<file path="src/rtl/nic8_alu_pkg.sv">
// nic8_alu_pkg: state encodings, op codes and the final carry
// combine rule shared by the 16-bit add/sub sequencer.
package nic8_alu_pkg;

    typedef enum logic [2:0] {
        S_IDLE = 3'd0,
        S_LO   = 3'd1,
        S_HI   = 3'd2,
        S_FIX  = 3'd3,
        S_DONE = 3'd4
    } state_t;

    localparam logic OP_ADD = 1'b0;
    localparam logic OP_SUB = 1'b1;

    // Folds the high-byte and fix-up carries into the 16-bit carry.
    // Add: a carry from either step carries out of bit 15.
    // Sub: carry means no borrow, so both steps must be borrow-free.
    function automatic logic carry_combine(
        input logic op,
        input logic fix,
        input logic c_hi,
        input logic c_fin
    );
        logic c;
        if (!fix)
            c = c_fin;
        else if (op == OP_SUB)
            c = c_hi & c_fin;
        else
            c = c_hi | c_fin;
        return c;
    endfunction

endpackage

</file>
<file path="src/rtl/alu_seq16_if.sv">
// alu_seq16_if: bus between the sequencer (master) and the 8-bit ALU
// (slave): operands, subtract select, active-low enable, result, carry.
interface alu_seq16_if;

    logic [7:0] alu_a;
    logic [7:0] alu_b;
    logic       alu_sub;
    logic       alu_assert_bar_e;
    logic [7:0] alu_dbus;
    logic       alu_carry;

    modport master (
        output alu_a, alu_b, alu_sub, alu_assert_bar_e,
        input  alu_dbus, alu_carry
    );

    modport slave (
        input  alu_a, alu_b, alu_sub, alu_assert_bar_e,
        output alu_dbus, alu_carry
    );

endinterface

</file>
<file path="src/rtl/alu_seq16.sv">
// alu_seq16: 16-bit add/sub built from up to three passes of the 8-bit
// ALU (low byte, high byte, carry/borrow fix-up).
// Ports: clk, reset (async, active low); request side req/op_sub/a/b,
// ready/done/result/cout; ALU side through alu_seq16_if.master alu.
module alu_seq16
    import nic8_alu_pkg::*;
(
    input  logic        clk,
    input  logic        reset,
    input  logic        req,
    input  logic        op_sub,
    input  logic [15:0] a,
    input  logic [15:0] b,
    output logic        ready,
    output logic        done,
    output logic [15:0] result,
    output logic        cout,
    alu_seq16_if.master alu
);

    state_t      state;
    state_t      state_nx;

    logic [15:0] a_q;
    logic [15:0] b_q;
    logic        op_q;
    logic [7:0]  res_lo;
    logic [7:0]  res_hi;
    logic        c_lo;
    logic        c_hi;
    logic        fix;
    logic        fix_now;

    logic [7:0]  drv_a;
    logic [7:0]  drv_b;
    logic        drv_sub;
    logic        drv_en_n;

    // Low-byte carry needs a fix-up when an add carried, or a
    // subtract borrowed (ALU carry low).
    assign fix_now = (op_q == OP_ADD) ? alu.alu_carry : ~alu.alu_carry;
    assign fix     = (op_q == OP_ADD) ? c_lo : ~c_lo;

    assign ready = (state == S_IDLE);

    assign alu.alu_a            = drv_a;
    assign alu.alu_b            = drv_b;
    assign alu.alu_sub          = drv_sub;
    assign alu.alu_assert_bar_e = drv_en_n;

    always_ff @(posedge clk or negedge reset) begin
        if (!reset)
            state <= S_IDLE;
        else
            state <= state_nx;
    end

    always_comb begin
        state_nx = state;
        drv_a    = 8'h00;
        drv_b    = 8'h00;
        drv_sub  = 1'b0;
        drv_en_n = 1'b1;
        unique case (state)
            S_IDLE: begin
                if (req)
                    state_nx = S_LO;
            end
            S_LO: begin
                drv_a    = a_q[7:0];
                drv_b    = b_q[7:0];
                drv_sub  = op_q;
                drv_en_n = 1'b0;
                state_nx = S_HI;
            end
            S_HI: begin
                drv_a    = a_q[15:8];
                drv_b    = b_q[15:8];
                drv_sub  = op_q;
                drv_en_n = 1'b0;
                // ALU carry here is the one registered after LO.
                state_nx = fix_now ? S_FIX : S_DONE;
            end
            S_FIX: begin
                drv_a    = res_hi;
                drv_b    = 8'h01;
                drv_sub  = op_q;
                drv_en_n = 1'b0;
                state_nx = S_DONE;
            end
            S_DONE: begin
                state_nx = S_IDLE;
            end
            default: begin
                state_nx = S_IDLE;
            end
        endcase
    end

    always_ff @(posedge clk or negedge reset) begin
        if (!reset) begin
            a_q    <= 16'h0000;
            b_q    <= 16'h0000;
            op_q   <= OP_ADD;
            res_lo <= 8'h00;
            res_hi <= 8'h00;
            c_lo   <= 1'b0;
            c_hi   <= 1'b0;
            result <= 16'h0000;
            cout   <= 1'b0;
            done   <= 1'b0;
        end else begin
            done <= 1'b0;
            unique case (state)
                S_IDLE: begin
                    if (req) begin
                        a_q  <= a;
                        b_q  <= b;
                        op_q <= op_sub;
                    end
                end
                S_LO: begin
                    res_lo <= alu.alu_dbus;
                end
                S_HI: begin
                    res_hi <= alu.alu_dbus;
                    c_lo   <= alu.alu_carry;
                end
                S_FIX: begin
                    res_hi <= alu.alu_dbus;
                    c_hi   <= alu.alu_carry;
                end
                S_DONE: begin
                    // ALU carry now holds the last enabled pass:
                    // fix-up byte if FIX ran, else high byte.
                    result <= {res_hi, res_lo};
                    cout   <= carry_combine(op_q, fix, c_hi,
                                            alu.alu_carry);
                    done   <= 1'b1;
                end
                default: ;
            endcase
        end
    end

endmodule

</file>
<file path="src/flat_wrapper.sv">
// flat-port wrapper written by rule: the top's interface ports become plain ports
module alu_seq16_flat import nic8_alu_pkg::*;
  (clk, reset, req, op_sub, a, b, ready, done, result, cout, alu_alu_a, alu_alu_b, alu_alu_sub, alu_alu_assert_bar_e, alu_alu_dbus, alu_alu_carry);
  alu_seq16_if alu_i ();
  input  logic clk;
  input  logic reset;
  input  logic req;
  input  logic op_sub;
  input  logic [15:0] a;
  input  logic [15:0] b;
  output logic ready;
  output logic done;
  output logic [15:0] result;
  output logic cout;
  output wire logic [$bits(alu_i.alu_a)-1:0] alu_alu_a;
  output wire logic [$bits(alu_i.alu_b)-1:0] alu_alu_b;
  output wire logic [$bits(alu_i.alu_sub)-1:0] alu_alu_sub;
  output wire logic [$bits(alu_i.alu_assert_bar_e)-1:0] alu_alu_assert_bar_e;
  input wire logic [$bits(alu_i.alu_dbus)-1:0] alu_alu_dbus;
  input wire logic [$bits(alu_i.alu_carry)-1:0] alu_alu_carry;
  assign alu_alu_a = alu_i.alu_a;
  assign alu_alu_b = alu_i.alu_b;
  assign alu_alu_sub = alu_i.alu_sub;
  assign alu_alu_assert_bar_e = alu_i.alu_assert_bar_e;
  assign alu_i.alu_dbus = alu_alu_dbus;
  assign alu_i.alu_carry = alu_alu_carry;
  alu_seq16 u_core (.clk(clk), .reset(reset), .req(req), .op_sub(op_sub), .a(a), .b(b), .ready(ready), .done(done), .result(result), .cout(cout), .alu(alu_i));
endmodule
</file>
<file path="config.mk">
export PLATFORM = sky130hd
export DESIGN_NAME = alu_seq16_flat
export DESIGN_NICKNAME = d
export VERILOG_FILES = /design/src/rtl/nic8_alu_pkg.sv /design/src/rtl/alu_seq16_if.sv /design/src/rtl/alu_seq16.sv /design/src/flat_wrapper.sv
export SDC_FILE = /design/constraint.sdc
export NUM_CORES = 1
export LEC_CHECK = 0
export CORE_AREA = 5 5 88 90
export DETAILED_ROUTE_END_ITERATION = 12
export DIE_AREA = 0 0 93 95
export GPL_TIMING_DRIVEN = 0
export PLACE_DENSITY = 0.76
export SLEW_MARGIN = 10
export SYNTH_ARGS = -nofsm -noshare
export SYNTH_HDL_FRONTEND = slang
export SYNTH_SLANG_ARGS = --single-unit
</file>
<file path="constraint.sdc">
create_clock -name clk -period 1.8 [get_ports clk]
set_input_delay 0.36 -clock clk [delete_from_list [all_inputs] [get_ports clk]]
set_output_delay 0.36 -clock clk [all_outputs]
set_load 0.005 [all_outputs]
</file>
==> results of run 1 <==
layout make-up:
cell class	instances	area (µm²)	share of cell area, %
sequential	72	1800	38.8
multi-input combinational	129	1440	30.9
timing repair buffer	104	940	20.2
buffer	15	191	4.12
clock buffer	13	149	3.20
tap	82	103	2.21
clock inverter	3	17.5	0.377
inverter	1	3.75	0.0808
power breakdown:
group	internal, mW	leakage [nW]	switching [mW]
logic	2.82	1.13	1.56
registers	2.46	0.854	0.541
clock network	0.536	0.0834	0.571
total	5.81	2.07	2.68
placed cells by master (no fill, tap or decap), types with 2 or more instances in the layout:
cell / count
dfrtp_1: 70
buf_12: 4
nor2b_4: 2
dfrtp_2: 2
buf_6: 10
buf_2: 19
clkinv_2: 2
mux2_2: 35
nand2_1: 2
mux2_4: 37
clkbuf_2: 2
clkdlybuf4s50_1: 61
buf_4: 17
nor2_1: 15
a21oi_1: 2
nor2b_1: 3
clkbuf_1: 3
nor2_2: 2
mux2_1: 4
buf_8: 2
a22oi_2: 14
clkbuf_8: 12
repair_timing:
item / CTS / global route
hold endpoints to repair: 21 / 0
setup endpoints to repair: 19 / 21
gates resized for setup: 99 / 36
buffers inserted: 12 / 9
hold buffers: 1 / 0
pin swaps: 15 / 15
registers in the layout, indices dropped and copies added, names as in the netlist:
register and count:
u_core.c_hi 1, u_core.res_lo 8, u_core.a_q 16, u_core.res_hi 8, u_core.done 1, u_core.result 16, u_core.c_lo 1, u_core.op_q 1
u_core.state 3, u_core.cout 1, u_core.b_q 16
cells in the mapped netlist (all sizes together):
cell type  count  share of area [%]
mux2          76                 30
o21ai          2               0.31
nor3b          2               0.81
nor3           1               0.31
a2111oi        1               0.27
o21bai         1               0.23
clkbuf         4               0.46
o21ba          1               0.31
inv            1               0.12
a21oi          3               0.46
a22oi         15                3.5
nand2          2               0.23
nor2b          5               0.96
xnor2          1               0.27
and2           1               0.27
nor2          17                2.0
o21a           1               0.23
dfrtp         72                 56
buf           12                3.9
through the flow:
| step | setup TNS, ns | cells | hold WS [ns] |
|---|---|---|---|
| 6_report | -2.58 | 419 | 0.460 |
| 5_1_grt | -5.63 | 419 | 0.476 |
| 4_1_cts | -2.92 | 411 | 0.451 |
| 3_5_place_dp | -7.30 | 382 | 0.279 |
| 3_3_place_gp | -156.36 | 381 | 0.471 |
| 2_1_floorplan | 0 | 218 | 0.0644 |
cell families (layout without fill, tap and decap cells):
| kind of cell | count (synthesis) | after routing | share of synthesized area (%) |
|---|---|---|---|
| xor+xnor | 1 | 1 | 0.270 |
| mux | 76 | 76 | 29.8 |
| flops | 72 | 72 | 55.5 |
| simple gates | 28 | 28 | 4.55 |
| buf+inv | 17 | 136 | 4.51 |
| compound gates | 24 | 24 | 5.28 |
worst paths after layout:
kind                                                from                            end  slack [ns]  cells after the start
setup / recovery             u_core.state[0]$_DFFE_PN0P_                   alu_alu_a[0]       -0.21                      6
hold / removal                                     reset   u_core.result[8]$_DFFE_PN0P_        0.46                      2
setup reg to reg             u_core.state[0]$_DFFE_PN0P_      u_core.a_q[7]$_DFFE_PN0P_           0                      8
hold reg to reg            u_core.result[11]$_DFFE_PN0P_  u_core.result[11]$_DFFE_PN0P_        0.49                      1
max in group asynchronous                          reset   u_core.res_lo[1]$_DFFE_PN0N_        0.79                      3
min in group clk           u_core.result[11]$_DFFE_PN0P_  u_core.result[11]$_DFFE_PN0P_        0.49                      1
routing by layer:
layer	routed length, µm	vias up
met4	94	0
met2	3630	64
met1	3190	1100
met3	536	10
met5	0	-
li1	-	1002
==> results.yml, run 1 <==
global_routing:
  grt_pass1_vias: 2160
  top_usage_layer: "met2"
  grt_usage_pct: 16.9
  grt_use_met2_pct: 26.5
  met3_usage_pct: 6.22
  grt_pass1_wl_mm: 11.3
  grt_max_degree: 52
  globalRouteOverflowTotal: 0
  antenna_found_initial: 0
  use_met1_pct: 21.8
synth:
  yosysSeqAreaShare_pct: 55.5
  yosys_register_bits: 72
  synth_cells: 218
  synth.avg_cell_area_um2: 14.9
  synth_area_mm2: 0.00324
  synth_nets: 263
  ys_types: 26
  yosysWarnings: 0
clock_tree:
  cts_tree: "done"
  numCtsBuffers: 9
  clkSinkCount: 72
  cts_root_buf: "clkbuf_8"
  clkLatencyLatePin_ns: 0.34
  clk_pin_slew_ns: 0.08
  htree_levels: 3
  cts_buffer_depth: 2
timing:
  layout_min_cycle_time_ns: 2.01
  finalWorstSetupSlack_ns: -0.207
  hold_viol: 0
  skew_ns: 0.0109
  slew_headroom_pct: 67.0
  worst_pin_slew_ns: 0.494
  rsz0062_at_grt: "yes"
  max_freq_ghz: 0.498
  setup_viol: 18
  fin_crit_sh_pct: 111
  maxSlewViolCount: 0
worst_setup_path:
  worstPathMaxFanout: 5
  crit_buf_inv: 3
  crit_required_ns: 1.44
  crit_path_frequent_cell: "buf_6"
  cpLargestDelayFamily: "flip-flops"
  cp_slowest_cell: "dfrtp_1"
  critPathKind: "reg2out"
  start_kind: "flop"
  critPathMaxStageDelay_ns: 0.41
  arrival_ns: 1.65
  cp_cell_sequence: "buf_6 > buf_6 > mux2_4 > a22oi_2 > nor2_1 > buf_2"
  worstSetupEndpointType: "output pin"
worst_hold_path:
  hp-class: "in2async"
cells_and_area:
  design_area_mm2: 0.00465
  n_fill_cell: 526
  synthToLayoutAreaGrowth_pct: 43.2
  layout.nets: 377
  diodes: 0
  final_core_util_pct: 66.5
  drive_above_1_share_pct: 50.1
die:
  die_w_um: 93
  die-area_mm2: 0.00884
  initial_core_util_pct: 46.5
  num_io_pins: 82
  die_h_um: 95
  core_region_area_mm2: 0.00698
  rows: 31
placed_design:
  pre_cts_slack_ns: -0.534
  dp.final_hpwl_mm: 4.91
  gp_congestion: 0.771
  numPortBuffers: 81
  place_area_mm2: 0.00418
routing:
  avgRoutedWirePerCell_um: 17.8
  drt_iter0_drc: 75
  first_pass_iters: 4
  viasPerCell: 5.19
  ant_nets: 0
  wl_mm: 7.45
  drc: 0
  via_count: 2176
outcome:
  outcome: "finished, violations left"
  violations: "setup timing"
pwr:
  power-per-cell-area_mw_per_mm2: 1830
  cellLeakagePower_nw: 2.07
  peakVddDrop_mv: 0.877
  power_mw: 8.49
run:
  maxCapViolations: 0
No activity file was read; power rests on OpenSTA's default activity.
==> run 2: changes to the inputs <==
- PLACE_DENSITY: 0.76 -> 0.78
- SETUP_SLACK_MARGIN: unset -> 0.4
==> run 2 against run 1 <==
  * The run still ends with setup timing left
  * Non-clock buffer count rose by 20
  * Die area did not move
  * Clock power rose by 28%
  * Wire length rose by 18%
  * Critical path depth did not move
  * Via count rose by 7.1%
  * First-iteration DRC count rose by 25%
  * Fmax fell by 3.3%
  * Total power rose by 17%
  * Register-to-register slack improved by 0.04 ns
  * Sequential cell count did not move
==> results.yml, run 2 (synthesis results as in run 1) <==
worst_setup_path:
  critPathKind: "reg2out"
  r2r_setup_slack_ns: 0.04
  r2r_start: "u_core.state[0]$_DFFE_PN0P_"
  worstSetupEndpointType: "output pin"
  r2r_cells: 8
  start_kind: "flop"
  worst_r2r_endpoint: "u_core.cout$_DFFE_PN0P_"
  worstPathMaxFanout: 7
  arrival_ns: 1.72
  crit_required_ns: 1.44
routing:
  first_pass_iters: 4
  viasPerCell: 5.31
  drt_iter0_drc: 94
  via_count: 2331
  drc: 0
  wl_mm: 8.81
  avgRoutedWirePerCell_um: 20.1
  ant_nets: 0
timing:
  fin_crit_sh_pct: 115
  fin_tns_setup_ns: -3.36
  skew_ns: 0.00617
  maxSlewViolCount: 0
  rsz0062_at_grt: "yes"
  layout_min_cycle_time_ns: 2.08
  slew_headroom_pct: 74.3
  worst_pin_slew_ns: 0.383
  hold_viol: 0
  setup_viol: 17
  max_freq_ghz: 0.482
  whs_ns: 0.394
  finalWorstSetupSlack_ns: -0.276
cells_and_area:
  final_core_util_pct: 74.0
  n_fill_cell: 454
  layout_common_cells: "71 x dfrtp_1, 62 x mux2_4, 43 x clkdlybuf4s50_1, 19 x buf_2"
  layout_commonest_cell: "dfrtp_1"
  layout.nets: 397
  synthToLayoutAreaGrowth_pct: 59.2
  design_area_mm2: 0.00516
  multiInputGateArea_mm2: 0.00155
  reg_top3: "u_core.a_q x16, u_core.b_q x16, u_core.result x16"
  drive_above_1_share_pct: 54.9
  layout.area.seq_mm2: 0.00180
  diodes: 0
  layoutNonFillerInstCount: 439
clock_tree:
  cts_buffer_depth: 2
  cts_root_buf: "clkbuf_8"
  clkSinkCount: 72
  clk_pin_slew_ns: 0.08
  cts_tree: "done"
  clkLatencyLatePin_ns: 0.35
  htree_levels: 3
  numCtsBuffers: 9
die:
  rows: 31
  num_io_pins: 82
  die_w_um: 93
  die-area_mm2: 0.00884
  initial_core_util_pct: 46.5
  die_h_um: 95
  core_region_area_mm2: 0.00698
global_routing:
  globalRouteOverflowTotal: 0
  grt_usage_pct: 20.9
  grt_pass1_wl_mm: 13.8
  antenna_found_initial: 0
  grt_max_degree: 62
  grt_pass1_vias: 2565
placed_design:
  pre_cts_slack_ns: -0.319
  numPortBuffers: 81
  gp_congestion: 0.759
  place_inst: 382
  place_area_mm2: 0.00421
  dp.final_hpwl_mm: 5.04
run:
  maxCapViolations: 0
outcome:
  violations: "setup timing"
  outcome: "finished, violations left"
pwr:
  power-per-cell-area_mw_per_mm2: 1920
  cellLeakagePower_nw: 2.39
  power_mw: 9.91
  peakVddDrop_mv: 1.03
worst_hold_path:
  hp-class: "in2async"
==> run 2: changes by cell type in the layout (fill, tap and decap cells not counted), sizes merged <==
cell,change
buf,+21
bufinv,+2
clkbuf,-6
clkdlybuf4s15,+1
clkdlybuf4s50,-18
clkinv,+1
dlygate4sd2,+18
inv,+1
==> run 2: worst max-delay path by stage <==
| stage | from | cells after the start | endpoint | slack, ns |
|---|---|---|---|---|
| final | u_core.state[0]$_DFFE_PN0P_ | 6 | alu_alu_a[6] | -0.28 |
| after global routing | u_core.state[0]$_DFFE_PN0P_ | 6 | alu_alu_a[6] | -0.33 |
| after CTS | u_core.state[0]$_DFFE_PN0P_ | 6 | alu_alu_a[5] | -0.24 |
| after detailed placement | u_core.state[1]$_DFFE_PN0P_ | 5 | alu_alu_b[0] | -0.32 |
| after global placement | reset | 1 | u_core.done$_DFF_PN0_ | -2.05 |
| after floorplan | u_core.state[1]$_DFFE_PN0P_ | 6 | u_core.a_q[0]$_DFFE_PN0P_ | 0.30 |
==> run 2: report_power, final <==
part | total [mW] | internal, mW | switching (mW)
Clock | 1.42 | 0.782 | 0.635
Sequential | 3.04 | 2.45 | 0.584
Combinational | 5.45 | 3.54 | 1.91
==> run 2: cell type report <==
class                      instances  share of cell area (%)
tap                               82                    1.99
buffer                            16                    4.05
inverter                           1                  0.0727
multi-input combinational        129                    29.9
clock buffer                       9                    2.40
timing repair buffer             123                    24.8
sequential                        72                    34.9
clock inverter                     7                    1.84
==> run 2: worst max-delay path, cell delays in order, from the launching register on <==
cell,delay (ns)
dfrtp_1,0.40
buf_6,0.15
buf_8,0.14
mux2_4,0.30
a22oi_2,0.18
nor2_2,0.07
buf_2,0.13
==> run 2: metal layers <==
metal,global-route usage [%],wire (µm),part of all wire (%)
met4,11.4,253,2.9
met2,34.9,4430,50
met1,25.1,3510,40
met5,0,0,0
met3,4.86,608,6.9
==> run 2: what timing repair did <==
action	4_1_cts	5_1_grt
cloned	5	1
hold buffers	1	0
buffers inserted	33	1
endpoints found under the setup margin	95	91
resized for setup	161	27
pin swaps	15	12
hold endpoints to repair	11	0
